## src/rtl/self_destruct_sequencer.sv

```systemverilog
// ---------------------------------------------------------------------------------------------
// self_destruct_sequencer
//
// Sequences the self-destruct path:
//   IDLE -> ARMING -> COUNTDOWN -> FIRE -> DEAD.
// In IDLE the sequencer waits for combat and danger together. ARMING requires both to hold for
// ARM_TICKS ticks. COUNTDOWN then drops one LED per STEP_TICKS ticks from a thermometer value,
// blinking the bar with a BLINK_TICKS half-period. FIRE holds a level request until the actuator
// acknowledges it. DEAD is sticky until reset.
//
// Ports
//   clk        system clock
//   reset      synchronous, active-low reset (overrides every state, including DEAD)
//   tick       one-cycle timebase strobe; all timing counters advance only on tick
//   in_combat  debounced in-combat status
//   in_danger  qualified danger flag
//   abort_req  one-cycle operator abort strobe
//   fire_ack   actuator acknowledge
//   fire_req   fire request, held until fire_ack is sampled in FIRE
//   state      0 IDLE, 1 ARMING, 2 COUNTDOWN, 3 FIRE, 4 DEAD
//   remaining  thermometer countdown value, FF down to 00
//   leds       LED bank drive
//   dead       sticky destroyed flag
//
// Every output is a flop, so a condition sampled at edge N is visible just after edge N.
// ---------------------------------------------------------------------------------------------
module self_destruct_sequencer #(
  parameter int unsigned ARM_TICKS   = 50,
  parameter int unsigned STEP_TICKS  = 100,
  parameter int unsigned BLINK_TICKS = 33
) (
  input  logic       clk,
  input  logic       reset,
  input  logic       tick,
  input  logic       in_combat,
  input  logic       in_danger,
  input  logic       abort_req,
  input  logic       fire_ack,
  output logic       fire_req,
  output logic [2:0] state,
  output logic [7:0] remaining,
  output logic [7:0] leds,
  output logic       dead
);

  // Counter widths follow the terminal counts; a 1-tick parameter still needs a 1-bit counter.
  localparam int unsigned ArmW   = (ARM_TICKS   > 1) ? $clog2(ARM_TICKS)   : 1;
  localparam int unsigned StepW  = (STEP_TICKS  > 1) ? $clog2(STEP_TICKS)  : 1;
  localparam int unsigned BlinkW = (BLINK_TICKS > 1) ? $clog2(BLINK_TICKS) : 1;

  localparam logic [ArmW-1:0]   ArmLast   = ArmW'(ARM_TICKS - 1);
  localparam logic [StepW-1:0]  StepLast  = StepW'(STEP_TICKS - 1);
  localparam logic [BlinkW-1:0] BlinkLast = BlinkW'(BLINK_TICKS - 1);

  localparam logic [7:0] RemFull = 8'hFF;
  localparam logic [7:0] LedsOff = 8'h00;
  localparam logic [7:0] LedsOn  = 8'hFF;

  typedef enum logic [2:0] {
    StIdle      = 3'd0,
    StArming    = 3'd1,
    StCountdown = 3'd2,
    StFire      = 3'd3,
    StDead      = 3'd4
  } state_e;

  state_e            state_q, state_d;
  logic [7:0]        remaining_q, remaining_d;
  logic [7:0]        leds_q, leds_d;
  logic              fire_req_q, fire_req_d;
  logic              dead_q, dead_d;
  logic [ArmW-1:0]   arm_cnt_q, arm_cnt_d;
  logic [StepW-1:0]  step_cnt_q, step_cnt_d;
  logic [BlinkW-1:0] blink_cnt_q, blink_cnt_d;
  logic              phase_q, phase_d;

  // ------------------------------------------------------------------------------------------
  // Next-state and registered-output logic
  // ------------------------------------------------------------------------------------------
  always_comb begin
    state_d     = state_q;
    remaining_d = remaining_q;
    leds_d      = leds_q;
    fire_req_d  = fire_req_q;
    dead_d      = dead_q;
    arm_cnt_d   = arm_cnt_q;
    step_cnt_d  = step_cnt_q;
    blink_cnt_d = blink_cnt_q;
    phase_d     = phase_q;

    case (state_q)
      StIdle: begin
        remaining_d = RemFull;
        leds_d      = LedsOff;
        fire_req_d  = 1'b0;
        dead_d      = 1'b0;
        arm_cnt_d   = '0;
        step_cnt_d  = '0;
        blink_cnt_d = '0;
        phase_d     = 1'b1;
        if (tick && in_combat && in_danger) begin
          state_d = StArming;
        end
      end

      StArming: begin
        // Any loss of qualification drops straight back, not waiting for a tick.
        if (abort_req || !in_combat || !in_danger) begin
          state_d   = StIdle;
          arm_cnt_d = '0;
        end else if (tick) begin
          if (arm_cnt_q == ArmLast) begin
            state_d     = StCountdown;
            arm_cnt_d   = '0;
            remaining_d = RemFull;
            step_cnt_d  = '0;
            blink_cnt_d = '0;
            phase_d     = 1'b1;
            leds_d      = RemFull;
          end else begin
            arm_cnt_d = arm_cnt_q + ArmW'(1);
          end
        end
      end

      StCountdown: begin
        // Abort is checked first so it wins over both a final step and the move to FIRE.
        // in_danger is deliberately not looked at: once counting, the sequence is committed.
        if (abort_req || !in_combat) begin
          state_d     = StIdle;
          remaining_d = RemFull;
          leds_d      = LedsOff;
          step_cnt_d  = '0;
          blink_cnt_d = '0;
          phase_d     = 1'b1;
        end else if (remaining_q == 8'h00) begin
          state_d     = StFire;
          fire_req_d  = 1'b1;
          leds_d      = LedsOn;
          step_cnt_d  = '0;
          blink_cnt_d = '0;
          phase_d     = 1'b1;
        end else begin
          if (tick) begin
            if (step_cnt_q == StepLast) begin
              step_cnt_d  = '0;
              remaining_d = remaining_q >> 1;
            end else begin
              step_cnt_d = step_cnt_q + StepW'(1);
            end
            if (blink_cnt_q == BlinkLast) begin
              blink_cnt_d = '0;
              phase_d     = ~phase_q;
            end else begin
              blink_cnt_d = blink_cnt_q + BlinkW'(1);
            end
          end
          // LEDs track the values being registered this edge so they never lag a step.
          leds_d = phase_d ? remaining_d : LedsOff;
        end
      end

      StFire: begin
        leds_d      = LedsOn;
        remaining_d = 8'h00;
        if (fire_ack) begin
          state_d    = StDead;
          fire_req_d = 1'b0;
          dead_d     = 1'b1;
        end else begin
          fire_req_d = 1'b1;
        end
      end

      StDead: begin
        fire_req_d  = 1'b0;
        dead_d      = 1'b1;
        leds_d      = LedsOn;
        remaining_d = 8'h00;
      end

      default: begin
        // Unreachable encodings recover to a clean IDLE.
        state_d     = StIdle;
        remaining_d = RemFull;
        leds_d      = LedsOff;
        fire_req_d  = 1'b0;
        dead_d      = 1'b0;
        arm_cnt_d   = '0;
        step_cnt_d  = '0;
        blink_cnt_d = '0;
        phase_d     = 1'b1;
      end
    endcase
  end

  // ------------------------------------------------------------------------------------------
  // State registers, synchronous active-low reset
  // ------------------------------------------------------------------------------------------
  always_ff @(posedge clk) begin
    if (!reset) begin
      state_q     <= StIdle;
      remaining_q <= RemFull;
      leds_q      <= LedsOff;
      fire_req_q  <= 1'b0;
      dead_q      <= 1'b0;
      arm_cnt_q   <= '0;
      step_cnt_q  <= '0;
      blink_cnt_q <= '0;
      phase_q     <= 1'b1;
    end else begin
      state_q     <= state_d;
      remaining_q <= remaining_d;
      leds_q      <= leds_d;
      fire_req_q  <= fire_req_d;
      dead_q      <= dead_d;
      arm_cnt_q   <= arm_cnt_d;
      step_cnt_q  <= step_cnt_d;
      blink_cnt_q <= blink_cnt_d;
      phase_q     <= phase_d;
    end
  end

  assign state     = state_q;
  assign remaining = remaining_q;
  assign leds      = leds_q;
  assign fire_req  = fire_req_q;
  assign dead      = dead_q;

endmodule
```

## config.mk

```make
export PLATFORM = sky130hd
export DESIGN_NAME = self_destruct_sequencer
export DESIGN_NICKNAME = d
export VERILOG_FILES = /design/src/rtl/self_destruct_sequencer.sv
export SDC_FILE = /design/constraint.sdc
export NUM_CORES = 1
export LEC_CHECK = 0
export ABC_AREA = 1
export BUFFER_PORTS_ARGS = -buffer_cell sky130_fd_sc_hd__buf_4
export CAP_MARGIN = 25
export CELL_PAD_IN_SITES_DETAIL_PLACEMENT = 1
export CELL_PAD_IN_SITES_GLOBAL_PLACEMENT = 2
export CORE_UTILIZATION = 29
export CTS_CLUSTER_DIAMETER = 40
export CTS_CLUSTER_SIZE = 28
export DETAILED_ROUTE_END_ITERATION = 10
export PLACE_DENSITY_LB_ADDON = 0.08
export SYNTH_ARGS = -nofsm -noshare
export SYNTH_HDL_FRONTEND = slang
export SYNTH_SLANG_ARGS = --single-unit
```

## constraint.sdc

```tcl
create_clock -name clk -period 1.6 [get_ports clk]
set_input_delay 0.24 -clock clk [delete_from_list [all_inputs] [get_ports clk]]
set_output_delay 0.24 -clock clk [all_outputs]
set_load 0.05 [all_outputs]
```

==> results.md <==
- In this run, CTS created clock tree buffers numbering 5.
- The pin count of the biggest net entering global routing is 16.
- The start point of the worst min-delay path is reset.
- The run finished, with violations left.
- The worst-case vdd ir drop is about 0.00082 V.
- Synthesis handed over a netlist of 334 instances.
- After synthesis, the largest area contributor takes up 35.29% of total cell area.
- The first global-routing pass estimated ~12000 µm of wire.
- The first detailed-routing pass ran for 4 iterations.
- In this run, the combinational gates consume 63.5% of the power.
- Measured along the x axis, the die boundary spans 91.56 µm.
- The total nets after synthesis is ~350.
- The share of final-layout standard cells stronger than drive strength 1 is 43.45%.
- The final routed DRC violation total is 0.
- The number of clock sinks is 41.
- The internal power of the cells is 3103 µW.
- The area of the mapped netlist is ~2300 µm².
- The maximum fanout encountered on the critical timing path is 3.
- The number of placed cells counting well taps is 493.
- At the pin with the least slew margin, the transition time is 0.4005 ns.
- The count of H-tree levels built during CTS is 2.
- The later-pin clock latency in the skew report is a little under 0.3 ns.
- The number of cells in the finished layout apart from fillers is 514.
- The buffer levels on the longest clock path is 2.
- The final layout contains 424 nets.
- The first routing iteration left 50 violations.
- The clock tree root buffer cell is sky130_fd_sc_hd__clkbuf_8.
- Detailed placement ended at an HPWL of 5132 µm.
- The repair_antennas step left the layout with diodes totalling 0.
- The number of antenna violations at the first check in global routing is 0.
- The core region is 7727 µm².
- After synthesis, the cell types taking the most area are sky130_fd_sc_hd__dfxtp_1, sky130_fd_sc_hd__nand2_1, sky130_fd_sc_hd__inv_1, sky130_fd_sc_hd__nand3_1, sky130_fd_sc_hd__a21oi_1.
- The effective utilization at floorplan is 30.10%.
- The floorplan has 32 rows.
- The checks that failed: setup timing.
- The type of the setup path with the least slack is register to register.
- The mean instance size in the synthesized netlist is 6.964 µm².
- By instance count, the leading cell after synthesis is sky130_fd_sc_hd__nand2_1.
- In the post-route analysis, the smallest setup slack over all paths is -0.01217 ns.
- The routed length per instance is 14.04 µm.
- The die is ~92 µm tall.
- During synthesis, Yosys emitted a total of 0 warnings.
- The sequential power share is 24.5%.
- By count the netlist is led by sky130_fd_sc_hd__nand2_1, sky130_fd_sc_hd__inv_1, sky130_fd_sc_hd__dfxtp_1.
- The share of power burned in the clock network is 12.0%.
- The area growth from synthesis to final layout is 49.33%.
- In this run the power density over the cells is 1699 nW/µm².
- The minimum clock period is between 1.5 and 2 ns.
- The dominant synthesized flop cell is sky130_fd_sc_hd__dfxtp_1.
- Of all cell types, the one taking the most synthesized area is sky130_fd_sc_hd__dfxtp_1.
- The leftover overflow at the end of global routing is 0.
- At the worst endpoint, the required time is around 1.8 ns.
- The area of the die is between 8000 and 9000 µm².
- The tightest min-delay check is of the input port to register type.
- Synthesis inferred 41 register bits.
- The type of element launching the critical path is a register.
- The count of port buffers added during placement is 27.
- For this block, the via count after detailed routing is 2410.
- The final hold violation count is 0.
- After clock tree synthesis, the clock-pin slew on the worst setup and hold paths is 0.08 ns.
- The final worst clock skew is around 0.0049 ns.
- Using the TritonRoute via totals, the vias-per-cell ratio works out to 4.689.
- The routed design has slightly above 7000 µm of wire.
- The cell leakage power is ~0.0015 µW.
- Setup repair after global routing could not meet its margin everywhere.
- The start of the worst register-to-register path is arm_cnt_q[1].
- Based on the critical path, the design can be clocked at up to 620.3 MHz.
- In this run the remaining antenna-violating nets after routing total 0.
- For this run, asynchronously set or reset flops after synthesis account for 0%.
- Headroom to the max-slew limit came out at approximately three quarters.
- The weighted congestion at the end of routability-driven global placement is 0.7045.
- The arrival time of the worst setup path is 1.85 ns.
- The max-slew violation count is 0.
- The reported max-cap violation count is 0.
- In this run the power spent charging and discharging nets is 2797 µW.
- Buffers inserted to repair hold after CTS numbered 0.
- The number of different library cells used by synthesis comes to 34.
- Setup violations remaining at the end of the flow were counted as 7.
- The all-layer global routing usage is 18.08%.
- The via count of the first global-routing pass is 2491.
- In this run switching power makes up 47.41% of total power.
- The launching instance or port of the critical path is arm_cnt_q[1].
- In the finished design, the share of the clock period the worst path needs comes to 100.8%.
- During I/O placement, the number of pins put on the boundary was 28.
- The number of synthesized flops with an enable pin is 0.
- STA classifies the critical path endpoint as a register.
- The sequential-to-total area share from yosys stat is 35.29%.
- Final hold analysis gives a worst-case slack of 0.3419 ns.
- The CTS tree is done.
[final cells by class]
cell class / instances / area (µm²)
clock buffers: 7 / 86.33
fillers: 971 / 4254
inverters: 54 / 220.2
multi-input cells: 233 / 1544
flip-flops and latches: 41 / 835.8
well taps: 102 / 127.6
repair buffers: 76 / 643.1
repair inverters: 1 / 16.27
[worst max-delay path: stages (launching register included)]
cell	delay, ns
sky130_fd_sc_hd__dfxtp_2	0.33
sky130_fd_sc_hd__inv_2	0.07
sky130_fd_sc_hd__ha_4	0.12
sky130_fd_sc_hd__inv_2	0.03
sky130_fd_sc_hd__nor2_2	0.08
sky130_fd_sc_hd__nand2_2	0.09
sky130_fd_sc_hd__nand2_4	0.08
sky130_fd_sc_hd__nand2_4	0.05
sky130_fd_sc_hd__nor2_4	0.17
sky130_fd_sc_hd__nand2_8	0.08
sky130_fd_sc_hd__buf_12	0.13
sky130_fd_sc_hd__or2_1	0.22
sky130_fd_sc_hd__a21oi_2	0.11
[stage by stage]
stage | utilization, % | area, µm² | setup TNS (ns) | setup slack [ns] | power [µW]
5_1_grt | 44.95 | 3473 | -2.601 | -0.1284 | 6316
4_1_cts | 41.11 | 3177 | -0.04210 | -0.01879 | 5457
2_1_floorplan | - | 2338 | 0 | 0.007275 | 3227
3_5_place_dp | 37.60 | 2905 | -1.708 | -0.1647 | 4151
6_report | 44.95 | 3473 | -0.04900 | -0.01217 | 5901
3_3_place_gp | 37.60 | 2905 | -0.7508 | -0.09174 | 4118
[per-layer routing]
layer	vias up	wire length (µm)	track usage [%]	part of all wire (%)
li1	1235	-	-	-
met1	1146	3513	23.71	49
met2	23	3470	30.64	48
met3	6	155	3.099	2.1
met4	0	78	4.365	1.1
met5	-	0	0	0
[registers in the layout, summed over array words and instances, names as in the netlist]
| signal | cells |
|---|---|
| remaining | 8 |
| arm_cnt_q | 6 |
| dead | 1 |
| state | 3 |
| fire_req | 1 |
| step_cnt_q | 7 |
| phase_q | 1 |
| blink_cnt_q | 6 |
| leds | 8 |
[logic make-up after synthesis]
group	count (synthesis)	synth area share (%)
simple gates	153	32.44
compound gates	71	17.05
buf+inv	60	11.03
flops	41	35.29
fa+ha+maj	5	2.690
xor+xnor	4	1.506
[final timing paths]
| check | endpoint | slack (ns) | cells past startpoint |
|---|---|---|---|
| hold / removal | state[2] | 0.34 | 3 |
| hold reg to reg | arm_cnt_q[5] | 0.47 | 2 |
| setup reg to reg | step_cnt_q[0] | -0.01 | 12 |
| setup / recovery | step_cnt_q[0] | -0.01 | 12 |
[power by group through the flow]
| stage | sequential, µW | clock [µW] | combinational, µW |
|---|---|---|---|
| after detailed placement | 1450 | 0 | 2700 |
| after CTS | 1440 | 758 | 3260 |
| final | 1450 | 707 | 3750 |
| after global placement | 1450 | 0 | 2670 |
| after floorplan | 2040 | 0 | 1190 |
| after global routing | 1490 | 798 | 4030 |
[what timing repair did]
item	CTS	global route
gates resized for setup	32	59
endpoints found under the setup margin	25	34
pin swaps	11	19
gates cloned	1	0
setup buffers	7	6
[layout by cell type, fill, tap and decap left out, types with 3 or more instances in the layout]
| cell | instances |
|---|---|
| sky130_fd_sc_hd__a21oi_1 | 14 |
| sky130_fd_sc_hd__a21oi_2 | 16 |
| sky130_fd_sc_hd__buf_12 | 4 |
| sky130_fd_sc_hd__buf_4 | 66 |
| sky130_fd_sc_hd__buf_6 | 6 |
| sky130_fd_sc_hd__clkbuf_8 | 6 |
| sky130_fd_sc_hd__dfxtp_1 | 29 |
| sky130_fd_sc_hd__dfxtp_2 | 12 |
| sky130_fd_sc_hd__ha_1 | 3 |
| sky130_fd_sc_hd__inv_1 | 43 |
| sky130_fd_sc_hd__inv_2 | 6 |
| sky130_fd_sc_hd__nand2_1 | 46 |
| sky130_fd_sc_hd__nand2_2 | 11 |
| sky130_fd_sc_hd__nand2_4 | 6 |
| sky130_fd_sc_hd__nand3_1 | 24 |
| sky130_fd_sc_hd__nand3_2 | 5 |
| sky130_fd_sc_hd__nand3_4 | 4 |
| sky130_fd_sc_hd__nor2_1 | 27 |
| sky130_fd_sc_hd__nor2_2 | 5 |
| sky130_fd_sc_hd__nor2_4 | 5 |
| sky130_fd_sc_hd__nor3_1 | 7 |
| sky130_fd_sc_hd__nor3b_1 | 3 |
| sky130_fd_sc_hd__o21ai_0 | 19 |
| sky130_fd_sc_hd__o21ai_1 | 6 |
| sky130_fd_sc_hd__o21ai_2 | 7 |
| sky130_fd_sc_hd__o21ai_4 | 4 |
| sky130_fd_sc_hd__xor2_1 | 3 |
Note: power is estimated with default switching activity, not from simulation.
